**src/rtl/icache_direct.sv**
```systemverilog
// Direct-mapped instruction cache between the fetcher and the memory controller.
// One request at a time: a hit answers on the accepting edge, and a miss refills the whole
// line word by word before it answers. An abort squashes the answer but never a refill.
module icache_direct #(
    parameter int unsigned INDEX_BITS  = 4,
    parameter int unsigned OFFSET_BITS = 2
) (
    input  logic        clk_in,
    input  logic        rst_in,
    input  logic        rdy_in,
    input  logic        fetch_valid,
    input  logic [31:0] fetch_pc,
    input  logic        abort,
    output logic [31:0] ins_out,
    output logic        ins_ready,
    output logic        mem_req,
    output logic [31:0] mem_addr,
    input  logic        mem_ready,
    input  logic [31:0] mem_rdata
);

    localparam int unsigned LINES    = 1 << INDEX_BITS;
    localparam int unsigned WORDS    = 1 << OFFSET_BITS;
    localparam int unsigned TAG_LSB  = INDEX_BITS + OFFSET_BITS + 2;
    localparam int unsigned TAG_BITS = 32 - TAG_LSB;

    localparam logic [OFFSET_BITS-1:0] LAST_WORD = '1;

    // RefillDone is the extra edge between the last memory word and the answer.
    localparam logic [2:0] StIdle       = 3'd0;
    localparam logic [2:0] StRefill     = 3'd1;
    localparam logic [2:0] StRefillDone = 3'd2;
    localparam logic [2:0] StResp       = 3'd3;
    localparam logic [2:0] StHold1      = 3'd4;
    localparam logic [2:0] StHold2      = 3'd5;

    // Line storage
    logic [LINES-1:0]    valid_q;
    logic [TAG_BITS-1:0] tag_q  [LINES];
    logic [31:0]         data_q [LINES*WORDS];

    // Control state
    logic [2:0]             state_q, state_d;
    logic [31:0]            pc_q, pc_d;
    logic [OFFSET_BITS-1:0] cnt_q, cnt_d;
    logic [31:0]            cap_q, cap_d;
    logic                   squash_q, squash_d;
    logic [31:0]            ins_out_q, ins_out_d;
    logic                   ins_ready_q, ins_ready_d;
    logic                   mem_req_q, mem_req_d;
    logic [31:0]            mem_addr_q, mem_addr_d;
    logic                   data_we;
    logic                   line_we;

    // Address fields of the incoming fetch and of the latched (refilling) request
    logic [OFFSET_BITS-1:0] fetch_off;
    logic [INDEX_BITS-1:0]  fetch_idx;
    logic [TAG_BITS-1:0]    fetch_tag;
    logic [OFFSET_BITS-1:0] req_off;
    logic [INDEX_BITS-1:0]  req_idx;
    logic [TAG_BITS-1:0]    req_tag;
    logic                   fetch_hit;
    logic [31:0]            fetch_word;
    logic                   unused_pc_bits;

    assign fetch_off = fetch_pc[OFFSET_BITS+1:2];
    assign fetch_idx = fetch_pc[TAG_LSB-1:OFFSET_BITS+2];
    assign fetch_tag = fetch_pc[31:TAG_LSB];
    assign req_off   = pc_q[OFFSET_BITS+1:2];
    assign req_idx   = pc_q[TAG_LSB-1:OFFSET_BITS+2];
    assign req_tag   = pc_q[31:TAG_LSB];

    assign fetch_hit  = valid_q[fetch_idx] && (tag_q[fetch_idx] == fetch_tag);
    assign fetch_word = data_q[{fetch_idx, fetch_off}];

    // Byte-select bits are irrelevant for word fetches.
    assign unused_pc_bits = ^{fetch_pc[1:0], pc_q[1:0]};

    // Next-state logic; rdy_in low leaves every register at its current value.
    always_comb begin
        state_d     = state_q;
        pc_d        = pc_q;
        cnt_d       = cnt_q;
        cap_d       = cap_q;
        squash_d    = squash_q;
        ins_out_d   = ins_out_q;
        ins_ready_d = ins_ready_q;
        mem_req_d   = mem_req_q;
        mem_addr_d  = mem_addr_q;
        data_we     = 1'b0;
        line_we     = 1'b0;

        if (rdy_in) begin
            unique case (state_q)
                StIdle: begin
                    squash_d = 1'b0;
                    if (fetch_valid && !abort) begin
                        pc_d = fetch_pc;
                        if (fetch_hit) begin
                            state_d     = StResp;
                            ins_out_d   = fetch_word;
                            ins_ready_d = 1'b1;
                        end else begin
                            state_d    = StRefill;
                            mem_req_d  = 1'b1;
                            mem_addr_d = {fetch_pc[31:OFFSET_BITS+2], {(OFFSET_BITS+2){1'b0}}};
                            cnt_d      = '0;
                        end
                    end
                end
                StRefill: begin
                    // The refill always runs to completion; abort only kills the answer.
                    if (abort) begin
                        squash_d = 1'b1;
                    end
                    if (mem_ready) begin
                        data_we    = 1'b1;
                        mem_addr_d = mem_addr_q + 32'd4;
                        cnt_d      = cnt_q + 1'b1;
                        if (cnt_q == req_off) begin
                            cap_d = mem_rdata;
                        end
                        if (cnt_q == LAST_WORD) begin
                            mem_req_d = 1'b0;
                            line_we   = 1'b1;
                            state_d   = StRefillDone;
                        end
                    end
                end
                StRefillDone: begin
                    if (squash_q || abort) begin
                        state_d  = StIdle;
                        squash_d = 1'b0;
                    end else begin
                        state_d     = StResp;
                        ins_out_d   = cap_q;
                        ins_ready_d = 1'b1;
                    end
                end
                StResp: begin
                    ins_ready_d = 1'b0;
                    state_d     = abort ? StIdle : StHold1;
                end
                StHold1: begin
                    state_d = abort ? StIdle : StHold2;
                end
                StHold2: begin
                    state_d = StIdle;
                end
                default: begin
                    state_d = StIdle;
                end
            endcase

            if (abort) begin
                ins_ready_d = 1'b0;
            end
        end
    end

    // Control and output registers
    always_ff @(posedge clk_in or negedge rst_in) begin
        if (!rst_in) begin
            state_q     <= StIdle;
            pc_q        <= '0;
            cnt_q       <= '0;
            cap_q       <= '0;
            squash_q    <= 1'b0;
            ins_out_q   <= '0;
            ins_ready_q <= 1'b0;
            mem_req_q   <= 1'b0;
            mem_addr_q  <= '0;
        end else begin
            state_q     <= state_d;
            pc_q        <= pc_d;
            cnt_q       <= cnt_d;
            cap_q       <= cap_d;
            squash_q    <= squash_d;
            ins_out_q   <= ins_out_d;
            ins_ready_q <= ins_ready_d;
            mem_req_q   <= mem_req_d;
            mem_addr_q  <= mem_addr_d;
        end
    end

    // Valid bits: cleared only by reset, set when a line finishes refilling.
    always_ff @(posedge clk_in or negedge rst_in) begin
        if (!rst_in) begin
            valid_q <= '0;
        end else if (line_we) begin
            valid_q[req_idx] <= 1'b1;
        end
    end

    // Tag and data arrays need no reset; the valid bits guard them.
    always_ff @(posedge clk_in) begin
        if (data_we) begin
            data_q[{req_idx, cnt_q}] <= mem_rdata;
        end
        if (line_we) begin
            tag_q[req_idx] <= req_tag;
        end
    end

    assign ins_out   = ins_out_q;
    assign ins_ready = ins_ready_q;
    assign mem_req   = mem_req_q;
    assign mem_addr  = mem_addr_q;

endmodule

```
**config.mk**
```make
export PLATFORM = sky130hd
export DESIGN_NAME = icache_direct
export DESIGN_NICKNAME = d
export VERILOG_FILES = /design/src/rtl/icache_direct.sv
export SDC_FILE = /design/constraint.sdc
export NUM_CORES = 2
export LEC_CHECK = 0
export CAP_MARGIN = 20
export CORE_MARGIN = 5
export CORE_UTILIZATION = 30
export CTS_CLUSTER_SIZE = 8
export DETAILED_ROUTE_END_ITERATION = 10
export GPL_TIMING_DRIVEN = 1
export HOLD_SLACK_MARGIN = 0.08
export SYNTH_ARGS = -nofsm -noshare
export SYNTH_HDL_FRONTEND = slang
export SYNTH_SLANG_ARGS = --single-unit
```
**constraint.sdc**
```tcl
create_clock -name clk_in -period 9.65 [get_ports clk_in]
set_input_delay 1.93 -clock clk_in [delete_from_list [all_inputs] [get_ports clk_in]]
set_output_delay 1.93 -clock clk_in [all_outputs]
set_load 0.03 [all_outputs]
```
Word-level counts from Yosys, hierarchy flattened
Memory sizes are Yosys's and may differ from the RTL's. Cells that the tools add are included.

Register bits after elaboration: 152. RAM bits: 2432. Output and inout port bits: 66. Memories: 2.

Memories: data_q (words 64, width 32, read ports 1, clocked after memory_dff 0, write ports 1, line 40) `logic [31:0] data_q [LINES*WORDS];`; tag_q (words 16, width 24, read ports 1, clocked after memory_dff 0, write ports 1, line 39) `logic [TAG_BITS-1:0] tag_q [LINES];`.

Add/subtract/negate cells: 2. Magnitude comparators: 3. Equal/unequal tests: 18. Muxes and demuxes: 48. Bitwise gates (word level): 1. Reductions and logical operators: 18.

Operators with widths (count): $mux W32 (6); $pmux W32 S2 (2); $add A32 B3 Y32 const B (1); $eq A24 B24 Y1 (1); $mux W1 (23); $ne A2 B2 Y1 const B (8); $or A16 B16 Y16 (1); $mux W3 (5); $pmux W3 S5 (1); $reduce_and A5 Y1 (3); $reduce_and A4 Y1 (3); $lt A4 B5 Y1 const B (2); $mux W2 (5); $ne A3 B3 Y1 const B (3); $eq A3 B2 Y1 const B (2); $pmux W1 S3 (2); $reduce_and A6 Y1 (1); $bmux W1 S4 (1); $demux W1 S4 (1); $ge A4 B1 Y1 const B (1); $pmux W2 S2 (1); $reduce_bool A2 Y1 (2); $reduce_bool A4 Y1 (1); $eq A3 B1 Y1 const B (1); 11 further kinds (13).

Depth between registers and ports, before layout
Depth after elaboration: 7. Mapped depth: 15. Gate-level depth less buffers: 10.

Worst setup path after synthesis
OpenSTA, ideal clock, no wires.

Kind: input port to flip-flop. Start: in rdy_in. End: mem tag_q[12][0] in the netlist's numbering (enable). Library setup time: 0.436 ns. Arrival: 4.552 ns. Slack: 4.661 ns. Stages: 5. Path buffers: 2. Cells stage by stage: clkbuf_1 -> and3_1 -> clkbuf_1 -> nand4_1 -> nor3_1.

Longest elaborated chain between the ends: 3.

Ends and longest elaborated chain: from (decl) (line 10) `input logic rdy_in,`; $mux W1 (line 93) `if (rdy_in) begin`; $mux W1 (line 200) `if (line_we) begin`; $mux W1 (not written as such) (line 201) `tag_q[req_idx] <= req_tag;`; to (decl) (line 39).

No other way between the ends.

Worst setup path in the final report
Start: in fetch_pc[4]. End: reg mem_addr_q[23] (netlist: mem_addr[23]).

Longest elaborated chain between the ends: 5. Elaborated cells between the ends (all ways): 7. Those cells by class: eq/ne (2); mux (2); reduce/logical (2); memory (1).

Ends and longest elaborated chain: from (decl) (line 12) `input logic [31:0] fetch_pc,`; $mem_v2 Z16 W24 or $bmux W1 S4 (tied branches); $eq A24 B24 Y1 or $mux W1 (tied branches) (line 73) `assign fetch_hit = valid_q[fetch_idx] && (tag_q[fetch_idx] == fetch_tag);`; $logic_and A1 B1 Y1 * (line 73); $ne A2 B2 Y1 (no line) *; $reduce_and A5 Y1 (no line) *; to (signal assigned) (line 182) `mem_addr_q <= mem_addr_d;`; to (decl) (line 51) `logic [31:0] mem_addr_q, mem_addr_d;`.

Mark *: on every way between the ends. The rest lies on a longest branch, timed or not. The select of a mux whose other input is x is not followed. A chain may end at the register's enable or synchronous reset.

==> flow_metrics.py <==
metrics = {
    "run_status": {
        "outcome": "complete, no violations",
    },
    "hold_path": {
        "hold_end": "valid_q[14]",
        "worstHoldPathCells": 1,
        "min_path_type": "reg2reg",
        "worstHoldStart": "valid_q[14]",
    },
    "sta": {
        "fmax_mhz": 164,
        "min_period_ns": 6.11,
        "finalHoldViolCount": 0,
        "maxSlewHeadroom_pct": 20.6,
        "period_share_pct": 63.3,
        "fin_setup_tns_ns": 0,
        "finalWorstSetupSlack_ns": 3.54,
        "finalSetupViolations": 0,
        "slew_violations": 0,
        "worst_pin_slew_ns": 1.19,
        "clock_skew_ns": 0.0892,
        "rsz0062_at_grt": "no",
    },
    "critical_path": {
        "timing.rr.start": "state_q[0]",
        "path_delay_family": "simple AND/OR/NAND/NOR gates",
        "cp.required_ns": 10.38,
        "start_kind": "input port",
        "crit_buf_inv": 4,
        "crit_arrival_ns": 6.84,
        "critPathMaxStageDelay_ns": 0.68,
        "cp_max_fo": 50,
        "endpoint_kind": "flip-flop",
        "path_cells": "buf_8, buf_4, and2b_1, a22oi_1, a21oi_1, nor3b_1, o221ai_1, or4_1, o31ai_4, buf_4, nand2_1, buf_16, a22o_1",
        "r2r_end": "data_q[60][24]",
        "reg2reg_slack_ns": 4.91,
        "slowest_stage": "or4_1",
        "rr_worst_depth": 7,
        "cp-startpoint": "fetch_pc[4]",
        "crit_type": "in2reg",
        "path_common_cell": "buf_4",
    },
    "routing": {
        "routed_wl_um": 262000,
        "route.detailed.drc": 0,
        "num_vias": 49400,
        "antenna_left": 0,
        "firstDrtPassIters": 5,
        "first_iter_violations": 5588,
        "routedWlPerCell_um": 27.5,
        "vias_per_cell": 5.18,
    },
    "clock_tree": {
        "cts_made_buffers": 365,
        "ctsResizeCount": 0,
        "ctsLongestPathBuffers": 4,
        "path_clk_slew_ns": 0.05,
        "cts_sinks": 2580,
        "clockRootBuffer": "clkbuf_16",
        "clkLatencyLatePin_ns": 0.89,
        "cts_tree": "done",
        "post_cts_buffers": 0,
        "h-tree-depth": 5,
        "postCtsHoldBufs": 0,
    },
    "synthesis": {
        "syn_avg_cell_area_um2": 22.0,
        "synth_cells": 4560,
        "synth_top_area_cell": "edfxtp_1",
        "synth.distinct_cells": 71,
        "synth_area_um2": 100000,
        "synth_top_area_share_pct": 72.7,
        "synthArstFlopShare_pct": 5.74,
        "ys_ff_latch": 2580,
        "synth-main-ff-cell": "edfxtp_1",
        "synth.most_common_cell": "edfxtp_1",
        "yosysWarnings": 0,
        "ys_top_cells_by_area": "edfxtp_1, mux4_2, dfrtp_1",
        "seq_area_frac_synth_pct": 76.4,
        "synthTopCellsByCount": "edfxtp_1, mux4_2, mux2i_1",
        "synth-edff-count": 2432,
    },
    "place": {
        "place_ws_ns": 2.68,
        "dp.final_hpwl_um": 142000,
        "portBuffers": 131,
        "place_area_um2": 108000,
        "gp_congestion": 0.773,
    },
    "global_routing": {
        "grt_pass1_vias": 50700,
        "grt.total_usage_pct": 14.8,
        "overflow": 0,
        "antenna_found_initial": 19,
        "grt_pass1_wl_um": 372000,
        "grt_max_degree": 121,
    },
    "power_and_ir_drop": {
        "ir_drop_uv": 150,
        "p_leak_uw": 0.0375,
        "power_density_nw_per_um2": 231,
    },
    "floorplanning": {
        "core_um2": 333000,
        "dieWidth_um": 589,
        "rows": 212,
        "die_h_um": 589,
        "die_area_um2": 346000,
        "pin_count": 136,
        "initial_utilization_pct": 30.1,
    },
    "cells_and_area": {
        "final_util_pct": 35.5,
        "final_area_um2": 118000,
        "drive_above_1_share_pct": 28.7,
        "area_growth_pct": 17.8,
        "nets": 5042,
    },
    "flow_run": {
        "max_cap_violations": 0,
    },
}
-- logic make-up after synthesis --
family                     Yosys count  synth area share [%]
AOI/OAI and AO/OA                  299                  2.12
xor gates and xnor gates            23                 0.201
adders and majority gates            2                0.0249
buffers and inverters              266                  1.27
DFF                               2580                  76.4
muxes                              971                  17.9
other                                1               0.00373
and+or+nand+nor                    418                  2.03
-- worst max-delay path by stage --
stage	end	slack, ns	cells past startpoint
2_1_floorplan	tag_q[12][0]	4.66	5
3_3_place_gp	mem_addr[23]	2.28	12
3_5_place_dp	mem_addr[23]	2.68	13
4_1_cts	mem_addr[23]	3.53	13
5_1_grt	mem_addr[6]	3.26	13
6_report	mem_addr[23]	3.54	13
-- state kept, by name, indices dropped and copies added, names as in the netlist --
name / count
squash_q: 1
valid_q: 16
cnt_q: 2
state_q: 3
ins_out: 32
mem_req: 1
tag_q: 384
data_q: 2048
mem_addr: 30
cap_q: 32
ins_ready: 1
pc_q: 30
-- cell type report --
class | count | area (µm²)
antenna | 3 | 7.51
clock buffer | 528 | 9830
clock inverter | 20 | 307
fill | 30400 | 215000
inverter | 11 | 48.8
multi-input combinational | 1715 | 23000
sequential | 2580 | 76700
tap | 4387 | 5490
timing repair buffer | 297 | 2870
-- layout by cell type (no fill, tap or decap), types with 12 or more instances in the layout --
cell type,Yosys,routed
xnor2_1,19,19
a32oi_1,32,32
clkdlybuf4s50_1,0,92
nor2_1,136,59
buf_4,9,132
nand3_1,42,41
edfxtp_1,2432,2432
buf_12,0,29
nor3_1,24,19
mux2_4,29,29
mux4_2,642,642
o21ai_0,51,51
a21oi_1,38,38
buf_2,44,32
mux2_2,87,87
or2_2,19,19
clkbuf_1,116,159
o22ai_1,37,37
clkbuf_16,0,369
a22oi_1,60,60
nand2_1,95,94
nand4_1,15,15
dfrtp_1,148,148
nor2_4,0,77
and3_1,13,13
nand2b_1,12,12
mux2i_1,212,212
-- metal layers --
metal  track usage (%)  vias to the layer above  part of all wire [%]
met3              3.83                      426                   8.9
met5                 0                        -                 0.018
li1                  -                    20100                     -
met4              4.36                        8                   2.8
met2              23.1                     2144                    47
met1              20.4                    26700                    41
-- stage by stage --
step                      hold slack [ns]  total power [µW]  std cells
after floorplan                     0.434             14900       4561
after global routing                0.468             28300       9539
after global placement              0.445             16000       8961
final                               0.460             27400       9541
after detailed placement            0.449             16100       8966
after CTS                           0.461             27600       9514
-- report_power, final --
part / internal [µW] / leakage [µW] / switching [µW] / total, µW
sequential: 12900 / 0.0237 / 451 / 13300
clock: 6950 / 0.00487 / 4510 / 11500
combinational: 1010 / 0.00888 / 1590 / 2590
(Power assumes the default switching activity.)
